[config.mk]
export PLATFORM = sky130hd
export DESIGN_NAME = receiver_mpi
export DESIGN_NICKNAME = d
export VERILOG_FILES = /design/src/rtl/receiver_mpi.sv
export SDC_FILE = /design/constraint.sdc
export NUM_CORES = 1
export LEC_CHECK = 0
export BUFFER_PORTS_ARGS = -buffer_cell sky130_fd_sc_hd__buf_2
export CAP_MARGIN = 10
export CORE_UTILIZATION = 29
export DETAILED_ROUTE_END_ITERATION = 6
export SLEW_MARGIN = 15
export SYNTH_ARGS = -nofsm -noshare
export SYNTH_HDL_FRONTEND = slang
export SYNTH_SLANG_ARGS = --single-unit
[constraint.sdc]
create_clock -name clk_i -period 10.25 [get_ports clk_i]
set_input_delay 1.5375 -clock clk_i [delete_from_list [all_inputs] [get_ports clk_i]]
set_output_delay 1.5375 -clock clk_i [all_outputs]
set_load 0.005 [all_outputs]
[src/rtl/receiver_mpi.sv]
// receiver_mpi: receiving end of the credit-based valid/yummy link.
// Captures 64-bit flits into a DEPTH-entry FIFO, presents the head flit on a
// valid/ready interface and returns one registered yummy_o credit per flit
// drained.
// Optional feature macro: METRO_MPI_RX_SEQ_CHECK_EN enables the incrementing
// sequence checker that drives seq_err_o; without it seq_err_o is tied low.
//
// Handshake: downstream transfer (pop) happens on a rising edge where
// valid_o && ready_i; valid_o does not depend on ready_i and data_o stays
// stable while valid_o is high and ready_i is low. On the link side valid_i
// is unconditional (no ready); flow control comes from the yummy credits.
module receiver_mpi #(
    parameter int DEPTH = 8,
    parameter int CNT_W = $clog2(DEPTH + 1)
) (
    input  logic             clk_i,
    input  logic             rstn_i,
    input  logic             valid_i,
    input  logic [63:0]      data_i,
    output logic             yummy_o,
    output logic [63:0]      data_o,
    output logic             valid_o,
    input  logic             ready_i,
    output logic [CNT_W-1:0] count_o,
    output logic             overflow_o,
    output logic             seq_err_o
);

    localparam int PTR_W = $clog2(DEPTH);

    logic [63:0]      mem_q [DEPTH];
    logic [PTR_W-1:0] wr_ptr_q, wr_ptr_d;
    logic [PTR_W-1:0] rd_ptr_q, rd_ptr_d;
    logic [CNT_W-1:0] count_q, count_d;
    logic             yummy_q, yummy_d;
    logic             overflow_q, overflow_d;
    logic             full;
    logic             push;
    logic             pop;

    // A full FIFO can still take a flit when the head leaves in the same cycle.
    assign full    = (count_q == CNT_W'(DEPTH));
    assign valid_o = (count_q != '0);
    assign pop     = valid_o && ready_i;
    assign push    = valid_i && (!full || pop);
    assign data_o  = valid_o ? mem_q[rd_ptr_q] : 64'h0;

    assign yummy_o    = yummy_q;
    assign count_o    = count_q;
    assign overflow_o = overflow_q;

    // Next-state for pointers, occupancy, credit return and overflow flag.
    always_comb begin
        wr_ptr_d   = wr_ptr_q;
        rd_ptr_d   = rd_ptr_q;
        count_d    = count_q;
        yummy_d    = pop;
        overflow_d = overflow_q;
        if (push) begin
            wr_ptr_d = (wr_ptr_q == PTR_W'(DEPTH - 1)) ? '0 : wr_ptr_q + PTR_W'(1);
        end
        if (pop) begin
            rd_ptr_d = (rd_ptr_q == PTR_W'(DEPTH - 1)) ? '0 : rd_ptr_q + PTR_W'(1);
        end
        if (push && !pop) begin
            count_d = count_q + CNT_W'(1);
        end else if (pop && !push) begin
            count_d = count_q - CNT_W'(1);
        end
        // A flit arriving at a full FIFO with no pop is a sender protocol violation.
        if (valid_i && !push) begin
            overflow_d = 1'b1;
        end
    end

    // Control state registers; reset discards buffered flits and pending credit.
    always_ff @(posedge clk_i or negedge rstn_i) begin
        if (!rstn_i) begin
            wr_ptr_q   <= '0;
            rd_ptr_q   <= '0;
            count_q    <= '0;
            yummy_q    <= 1'b0;
            overflow_q <= 1'b0;
        end else begin
            wr_ptr_q   <= wr_ptr_d;
            rd_ptr_q   <= rd_ptr_d;
            count_q    <= count_d;
            yummy_q    <= yummy_d;
            overflow_q <= overflow_d;
        end
    end

    // Flit storage; contents are intentionally left unreset.
    always_ff @(posedge clk_i) begin
        if (push) begin
            mem_q[wr_ptr_q] <= data_i;
        end
    end

`ifdef METRO_MPI_RX_SEQ_CHECK_EN
    logic [63:0] exp_q, exp_d;
    logic        seq_err_q, seq_err_d;
    logic        seq_mismatch;

    assign seq_mismatch = push && (data_i != exp_q);

    // Expected value follows every accepted flit; after a match data_i + 1
    // equals exp_q + 1, so resynchronising after a mismatch is the same rule.
    always_comb begin
        exp_d     = exp_q;
        seq_err_d = seq_err_q;
        if (push) begin
            exp_d = data_i + 64'd1;
        end
        if (seq_mismatch) begin
            seq_err_d = 1'b1;
        end
    end

    // Sequence checker registers.
    always_ff @(posedge clk_i or negedge rstn_i) begin
        if (!rstn_i) begin
            exp_q     <= 64'hcafe_cafe_cafe_cafe;
            seq_err_q <= 1'b0;
        end else begin
            exp_q     <= exp_d;
            seq_err_q <= seq_err_d;
        end
    end

    // Report each out-of-sequence flit as it is accepted.
    always @(posedge clk_i) begin
        if (rstn_i && seq_mismatch) begin
            $display("receiver_mpi: sequence error, received %h expected %h", data_i, exp_q);
        end
    end

    assign seq_err_o = seq_err_q;
`else
    assign seq_err_o = 1'b0;
`endif

endmodule

==> results of run 1 <==
## path summary, 6_finish.rpt
path / slack (ps) / startpoint / cells past startpoint / to
max: 4920 / rd_ptr_q[1] / 5 / data_o[51]
max in group asynchronous: 9110 / rstn_i / 1 / rd_ptr_q[0]
min in group asynchronous: 850 / rstn_i / 1 / count_o[1]
min: 470 / overflow_o / 1 / overflow_o
max reg2reg: 7020 / rd_ptr_q[1] / 6 / rd_ptr_q[0]
min reg2reg: 470 / overflow_o / 1 / overflow_o
## critical path: stages, from the launching register on
cell and delay [ps]:
dfrtp_4 840, buf_4 710, buf_4 720, mux4_2 420
a22o_1 260, buf_2 130
## per-layer routing
layer  vias to the layer above  part of all wire, %  global-route usage, %
li1                       3891                    -                      -
met3                        70                  5.6                   3.11
met4                        14                  2.1                   3.65
met1                      4845                   44                   16.7
met2                       197                   48                   20.3
met5                         -                 0.21                      0
## report_power, final
| group | internal, mW | switching [mW] |
|---|---|---|
| sequential | 2.70 | 0.175 |
| combinational | 0.929 | 1.01 |
| clock | 1.17 | 0.784 |
## logic make-up (layout without fill, tap and decap cells)
family,Yosys count,after routing,share of synthesized area [%]
adder cells (fa/ha/maj),8,8,0.542
AO/OA/AOI/OAI,73,73,3.15
buffers and inverters,48,261,1.55
XOR/XNOR,2,2,0.0882
flip-flops,524,524,78.9
other,1,2,0.0189
AND/OR/NAND/NOR,29,29,0.794
multiplexers,136,136,15.0
## flip-flops by register name, summed over array words and instances (netlist names)
name        cells
yummy_o         1
rd_ptr_q        3
count_o         4
wr_ptr_q        3
mem_q         512
overflow_o      1
## cell usage in the layout, fill, tap and decap left out, types with 2 or more instances in the layout
cell type / Yosys / layout
nor2_4: 0 / 3
clkinv_2: 0 / 8
a22o_1: 64 / 64
buf_4: 1 / 20
buf_2: 20 / 138
nor3_2: 0 / 4
nand3_1: 2 / 2
inv_6: 0 / 2
nand2_1: 4 / 4
dfrtp_1: 12 / 10
clkinv_1: 0 / 9
or3_1: 2 / 2
nand2b_1: 3 / 3
clkbuf_1: 9 / 16
mux2_2: 7 / 7
ha_1: 7 / 7
a21oi_1: 2 / 2
clkbuf_8: 0 / 2
bufinv_16: 0 / 7
inv_1: 3 / 3
edfxtp_1: 512 / 512
xnor2_1: 2 / 2
o211ai_1: 3 / 3
nor2_1: 6 / 3
mux4_2: 128 / 128
clkbuf_16: 0 / 55
dfrtp_4: 0 / 2
## layout make-up
cell class / instances / area, um2 / share of cell area (%)
clock inverters: 27 / 309 / 1.32
flip-flops and latches: 524 / 15700 / 67.2
multi-input cells: 249 / 3940 / 16.9
clock buffers: 73 / 1460 / 6.27
repair buffers: 158 / 841 / 3.60
inverters: 3 / 11.3 / 0.0482
diodes: 1 / 2.50 / 0.0107
well taps: 873 / 1090 / 4.68
## synth_stat cells (2+ instances only)
| master | number | area (um2) |
|---|---|---|
| nand3_1 | 2 | 10.0 |
| buf_1 | 6 | 22.5 |
| mux2_2 | 7 | 78.8 |
| ha_1 | 7 | 87.6 |
| buf_8 | 6 | 90.1 |
| nor2b_1 | 2 | 12.5 |
| inv_1 | 3 | 11.3 |
| edfxtp_1 | 512 | 15400 |
| nor2_1 | 6 | 22.5 |
| buf_6 | 2 | 22.5 |
| xnor2_1 | 2 | 17.5 |
| nand2_1 | 4 | 15.0 |
| clkbuf_1 | 9 | 33.8 |
| buf_2 | 20 | 100 |
| or3_1 | 2 | 12.5 |
| nand2b_1 | 3 | 18.8 |
| o211ai_1 | 3 | 22.5 |
| a21oi_1 | 2 | 10.0 |
| mux4_2 | 128 | 2880 |
| nor3_1 | 5 | 25.0 |
| a22o_1 | 64 | 561 |
| dfrtp_1 | 12 | 300 |
==> metrics, run 1 <==
die area=between 0.06 and 0.07 mm2; crit path time final=around 5300 ps; routed length per instance=22.7 um; Starting DRT DRC Count=~620; initial core utilization=29.4%; Die Y=roughly 260 um; worst skew pair latency=between 500 and 600 ps; non-filler cells in the finished layout=1,908; cells after synthesis=about 820; Post-synth ARST share=under 10%; residual DRC count=0; io pins=140; GPL Wtd Cong=roughly 0.66; Worst setup EP type=output pin; vias in the first global route=a little under 10,000; Slew @ Worst Pin=just over 1000 ps; Pre-Repair DR Iteration Count=4; Tcrit/Tclk final=between 50% and 60%; placed insts=roughly 1,800; initial antenna violation count=8; vias per cell=between 4 and 5; outcome=finished clean; H-tree depth=2; Peak VDD IR=between 100 and 150 uV; Mapped Nets=roughly 900; Hold Path Class=register to register; Worst EP arrival=approximately 3800 ps; largest net degree at the start of global routing=just under 50; count of final max-slew check failures=0; Startpoint Class=register; die outline width=between 200 and 300 um; routed wire length=between 40 and 50 mm; dpl cell area=around 0.022 mm2; Core Util, Final=about a third; worst hold slack=about 470 ps; Pwr per Cell Area=about 290 mW/mm2; Final Hold Vio Count=0; Critical Path RT=a little under 9000 ps; Synth-to-Final Area Change=17.5%; fillcell total=6,257; Yosys warnings=0; # setup viols final=0; dpl ws=roughly 5400 ps; core region area=between 0.06 and 0.07 mm2; layout cells sized above 1=a little under two fifths; #FFs+latches synth=~520; total clock sinks=roughly 520; RSZ-0062 raised after global routing=false; design area=around 0.023 mm2; Rel. slew slack=between 30% and 40%; Resize count post-CTS=0; mean area per synthesized cell=24.2 um2; Longest Clk Path Bufs=3; Final Skew=between 20 and 25 ps; total power=6.77 mW; CTS tree=done; EDFF count, synth=a little over 500; final worst slack=4920 ps; hold-fix buffers at CTS=0; port bufs=138; WS Path Type=register to output pin; Fmax=~0.19 GHz; GRT Residual Overflow=0; sequential fraction of the synthesis area=around four fifths; worst-path fanout max=47; antenna-violating nets left=0; fin nets=1,066; max cap viols=0; Clock transition at path regs=~60 ps; final setup TNS=0 ps; Setup Buffers After CTS=0; main flop type after synthesis=edfxtp_1; gr usage total=approximately 13%; first-pass GRT wire length=~64 mm; leak pwr=roughly 7.6 nW; CTS Buf Count=54; Post-Syn Area=roughly 0.020 mm2; via count=roughly 9,000; Clock Root Buffer=clkbuf_16; num rows=95; Detailed Place HPWL=22.0 mm; Yosys cell types=36
Power figures use the tool's default switching activity.
==> run 2, diff against run 1 <==
==> constraint.sdc (replaced) <==
create_clock -name clk_i -period 4.6 [get_ports clk_i]
set_input_delay 0.69 -clock clk_i [delete_from_list [all_inputs] [get_ports clk_i]]
set_output_delay 0.69 -clock clk_i [all_outputs]
set_load 0.005 [all_outputs]
==> run 2 against run 1 <==
Global-route usage fell by 0.57 points. Critical path depth stayed put. Design area rose by 0.91%. Flip-flop and latch count is the same. Largest cell class unchanged.
==> metrics, run 2 (synthesis results as in run 1) <==
fillcell total=between 6,000 and 7,000; Clock transition at path regs=~60 ps; Core Util, Final=between 30% and 40%; count of final max-slew check failures=0; Worst R2R End=count_o[3]; Longest Clk Path Bufs=3; CP max stage delay=about 600 ps; leak pwr=roughly 7.7 nW; die outline width=~260 um; # setup viols final=0; most frequent cells in the layout=edfxtp_1 (512), buf_2 (138), mux4_2 (128), a22o_1 (64), clkbuf_16 (58); crit path time final=about 3700 ps; Critical Path, Cell by Cell=or4_4, and2_4, buf_4, a22o_1, buf_2; r2r startpoint=count_o[0]; largest net degree at the start of global routing=65; largest reg by FF count=mem_q; crit-path leading delay family=simple AND/OR/NAND/NOR gates; grt peak-use layer=met2; max FFs per register=between 500 and 600; GRT Residual Overflow=0; routed wire length=a little over 40 mm; Seq. cell area=~0.016 mm2; H-tree depth=2; design area=approximately 0.024 mm2; Setup Buffers After CTS=0; Startpoint Class=register; vias per cell=around 4.7; Worst Hold Path EP=overflow_o; met1 Use GR=about 16%; Worst EP arrival=2960 ps; Slowest-stage cell, CP=or4_4; final setup TNS=0 ps; GRT met3 Usage=approximately 2.9%; dpl cell area=0.0217 mm2; Pre-Repair DR Iteration Count=4; Fmax=about 0.27 GHz; via count=9,060; total clock sinks=between 500 and 600; vias in the first global route=~10,000; Tcrit/Tclk final=approximately 79%; hold depth=2; residual DRC count=0; outcome=finished clean; M2 GR Usage=between 15 and 20%; Clock Root Buffer=clkbuf_16; gr usage total=12.0%; CTS Buf Count=56; CTS tree=done; Rel. slew slack=between 20% and 30%; Starting DRT DRC Count=~640; Pwr per Cell Area=644 mW/mm2; initial antenna violation count=5; layout cells sized above 1=approximately 38%; Synth-to-Final Area Change=18.6%; WS Path Type=register to output pin; CP bufs+invs=2; max cap viols=0; Hold Path Class=primary input to register; fin nets=1,074; Detailed Place HPWL=approximately 22 mm; RSZ-0062 raised after global routing=false; routed length per instance=21.6 um; Final Hold Vio Count=0; worst hold slack=354 ps; first-pass GRT wire length=between 60 and 70 mm; total power=between 15 and 20 mW; Peak VDD IR=~410 uV; Final Skew=18.2 ps; io pins=140; num rows=between 90 and 100; Slew @ Worst Pin=between 1000 and 1500 ps; FF-to-FF setup slack=~1600 ps; GPL Wtd Cong=0.672; worst skew pair latency=around 600 ps; commonest non-fill, non-tap cell in the layout=edfxtp_1; Worst setup EP type=output pin; Die Y=roughly 260 um; core region area=just under 0.07 mm2; Critical Path RT=3910 ps; port bufs=approximately 140; Hold Crit Start=valid_i; antenna-violating nets left=0; die area=approximately 0.07 mm2; multi-input combinational cell area=0.00396 mm2; R2R cell count=9; initial core utilization=slightly below 30%; worst-path fanout max=44
## run 2: worst register-to-register path, delay by kind of cell, from the launching register on
family / cells / cell delay [ps]
AND/OR/NAND/NOR: 2 / 960
AO/OA/AOI/OAI: 3 / 690
adder cells (fa/ha/maj): 2 / 570
flip-flops: 1 / 470
buffers and inverters: 2 / 240
## run 2: worst max path at each step
| stage | startpoint | slack, ps | cells past startpoint | to |
|---|---|---|---|---|
| global placement | ready_i | 1520 | 10 | count_o[3] |
| floorplan | ready_i | -1340 | 3 | mem_q[2][0] |
| finish | count_o[0] | 950 | 5 | data_o[61] |
| detailed placement | ready_i | 1480 | 10 | count_o[3] |
| global route | rd_ptr_q[0] | 840 | 4 | data_o[63] |
| CTS | rd_ptr_q[0] | 910 | 4 | data_o[63] |
## run 2: repair_timing
item	in CTS	in global routing
hold buffers	1	0
endpoints found under the hold margin	12	0
resized for setup	0	0
## run 2: metal layers
metal / wire length, um / vias to the layer above
met1: 18400 / 4897
li1: - / 3921
met4: 813 / 8
met2: 20100 / 174
met5: 49 / -
met3: 2190 / 60
## run 2: cell type report
class | instances | share of cell area [%]
clock buffers | 69 | 6.34
well taps | 873 | 4.64
diodes | 2 | 0.0212
flip-flops and latches | 524 | 66.6
clock inverters | 34 | 1.28
repair buffers | 164 | 4.30
inverters | 3 | 0.0478
multi-input cells | 249 | 16.8
## run 2: power by group
group	total (mW)	switching, mW	internal [mW]	leakage, nW
registers	6.32	0.307	6.01	4.79
logic	4.49	2.31	2.18	2.01
clock network	4.35	1.81	2.54	0.873
## run 2: through the flow
step                      std cells  setup slack (ps)
after floorplan                 821             -1340
after global placement         1812              1520
after detailed placement       1812              1480
after CTS                      1916               913
after global routing           1916               836
final                          1918               946
==> run 3, diff against run 2 <==
==> constraint.sdc (replaced) <==
create_clock -name clk_i -period 3.5 [get_ports clk_i]
set_input_delay 0.525 -clock clk_i [delete_from_list [all_inputs] [get_ports clk_i]]
set_output_delay 0.525 -clock clk_i [all_outputs]
set_load 0.005 [all_outputs]
==> run 3 against run 2 <==
Clock skew is 7.4 ps lower. Clock power is 25% higher. Cell count stayed put. Global-route usage hardly changed. Critical path depth stayed put. Via count hardly changed. Clock-buffer cell count is 2 higher. First-iteration DRC count is 9.6% higher. Sequential power is 30% higher. Sequential share of layout area is 0.081 points lower. Design area is 0.12% higher. Critical endpoint is now data_o[34]. Largest power group unchanged.
==> metrics, run 3 (synthesis results as in run 1) <==
Tcrit/Tclk final=a little over nine tenths; Die Y=~260 um; CTS Buf Count=between 50 and 60; dpl ws=between 600 and 700 ps; antenna diode count=0; fin nets=roughly 1,100; FF-to-FF setup slack=just under 600 ps; Seq. cell area=0.0157 mm2; sequential power share=about two fifths; WS Path Type=register to output pin; core region area=roughly 0.068 mm2; Hold Crit Start=valid_i; CTS tree=done; Critical Path RT=slightly below 3000 ps; Pwr per Cell Area=838 mW/mm2; Longest Clk Path Bufs=3; placed insts=approximately 1,800; via count=~9,100; RSZ-0062 raised after global routing=false; routed length per instance=around 22 um; gr usage total=a little under an eighth; Clock Root Buffer=clkbuf_16; Core Util, Final=between 30% and 40%; Worst R2R End=count_o[3]; worst hold slack=200 ps; largest net degree at the start of global routing=around 70; Worst Hold Path EP=overflow_o; initial antenna violation count=4; non-filler cells in the finished layout=1,918; port bufs=roughly 140; Setup Buffers After CTS=0; num rows=between 90 and 100; Switch Pwr=between 5 and 6 mW; most frequent cells in the layout=edfxtp_1 (512), buf_2 (138), mux4_2 (128), a22o_1 (64), clkbuf_16 (58); hold depth=2; r2r startpoint=count_o[0]; commonest non-fill, non-tap cell in the layout=edfxtp_1; Comb power frac=between 30% and 40%; Final Skew=~11 ps; die outline width=between 200 and 300 um; Starting DRT DRC Count=698; vias per cell=roughly 4.7; layout cells sized above 1=approximately 37%; Rel. slew slack=between 30% and 40%; hold-fix buffers at CTS=1; max cap viols=0; # setup viols final=0; final setup TNS=0 ps; Synth-to-Final Area Change=18.7%; Detailed Place HPWL=21.5 mm; Resize count post-CTS=0; outcome=finished clean; Final Hold Vio Count=0; crit path time final=around 3300 ps; GRT Residual Overflow=0; largest reg by FF count=mem_q; Fmax=just over 0.3 GHz; max FFs per register=around 510; multi-input combinational cell area=between 0.003 and 0.004 mm2; first-pass GRT wire length=between 60 and 70 mm; Clock Power Share=between 20 and 30%; die area=roughly 0.07 mm2; Pre-Repair DR Iteration Count=4; worst-path fanout max=54; final worst slack=205 ps; Switching Share=between 20% and 30%; worst skew pair latency=580 ps; R2R cell count=8; residual DRC count=0; Startpoint Class=register; H-tree depth=2; Clock transition at path regs=60 ps; antenna-violating nets left=0; count of final max-slew check failures=0; Peak VDD IR=a little under 600 uV; fillcell total=slightly above 6,000; routed wire length=~41 mm; total power=approximately 20 mW; total clock sinks=between 500 and 600; initial core utilization=29.4%; io pins=140; vias in the first global route=just under 10,000; GPL Wtd Cong=just over 0.7; dpl cell area=0.0219 mm2; Slew @ Worst Pin=between 900 and 1000 ps; Worst EP arrival=between 2000 and 3000 ps; P_int=14.0 mW; Worst setup EP type=output pin; design area=0.0236 mm2; leak pwr=approximately 7.7 nW; Hold Path Class=primary input to register
[run 3: cell types whose count changed in the layout (fill, tap and decap cells not counted), moves of 2 or more]
cell,delta
clkinv_1,+2
diode_2,-2
nor3_2,-3
nor3_4,+3
buf_12,+5
inv_6,-6
bufinv_16,-2
clkbuf_1,+2
[run 3: worst max-delay path, stage by stage (launching register included)]
cell and delay, ps:
dfrtp_1 470, or4_4 570, and2_4 430, buf_4 330
a22o_1 220, buf_2 130
[run 3: cell type report]
| class | count | share of cell area, % |
|---|---|---|
| well taps | 873 | 4.63 |
| clock buffers | 71 | 6.36 |
| flip-flops and latches | 524 | 66.5 |
| repair buffers | 170 | 4.75 |
| clock inverters | 28 | 0.854 |
| inverters | 3 | 0.0478 |
| multi-input cells | 249 | 16.9 |
[run 3: routing by layer]
metal / track usage [%] / vias to the layer above / wire length, um
li1: - / 3931 / -
met1: 15.9 / 4886 / 18100
met2: 19.8 / 180 / 20600
met3: 2.57 / 60 / 1810
met4: 3.36 / 8 / 717
met5: 0 / - / 56
[run 3: how the worst max path moves through the flow]
stage                     from          end  slack, ps
global placement    count_o[0]   count_o[3]        710
detailed placement  count_o[0]   count_o[3]        600
CTS                 count_o[0]   data_o[34]        130
global route        count_o[0]   data_o[34]         90
finish              count_o[0]   data_o[34]        210
floorplan              ready_i  mem_q[7][0]       -530
[run 3: power by group through the flow]
stage | registers (mW) | logic [mW] | clock network [mW]
after floorplan | 8.27 | 4.06 | 0
after global placement | 8.26 | 6.25 | 0
after detailed placement | 8.32 | 6.31 | 0
after CTS | 8.20 | 6.33 | 5.62
after global routing | 8.27 | 6.63 | 5.85
final | 8.19 | 6.12 | 5.45
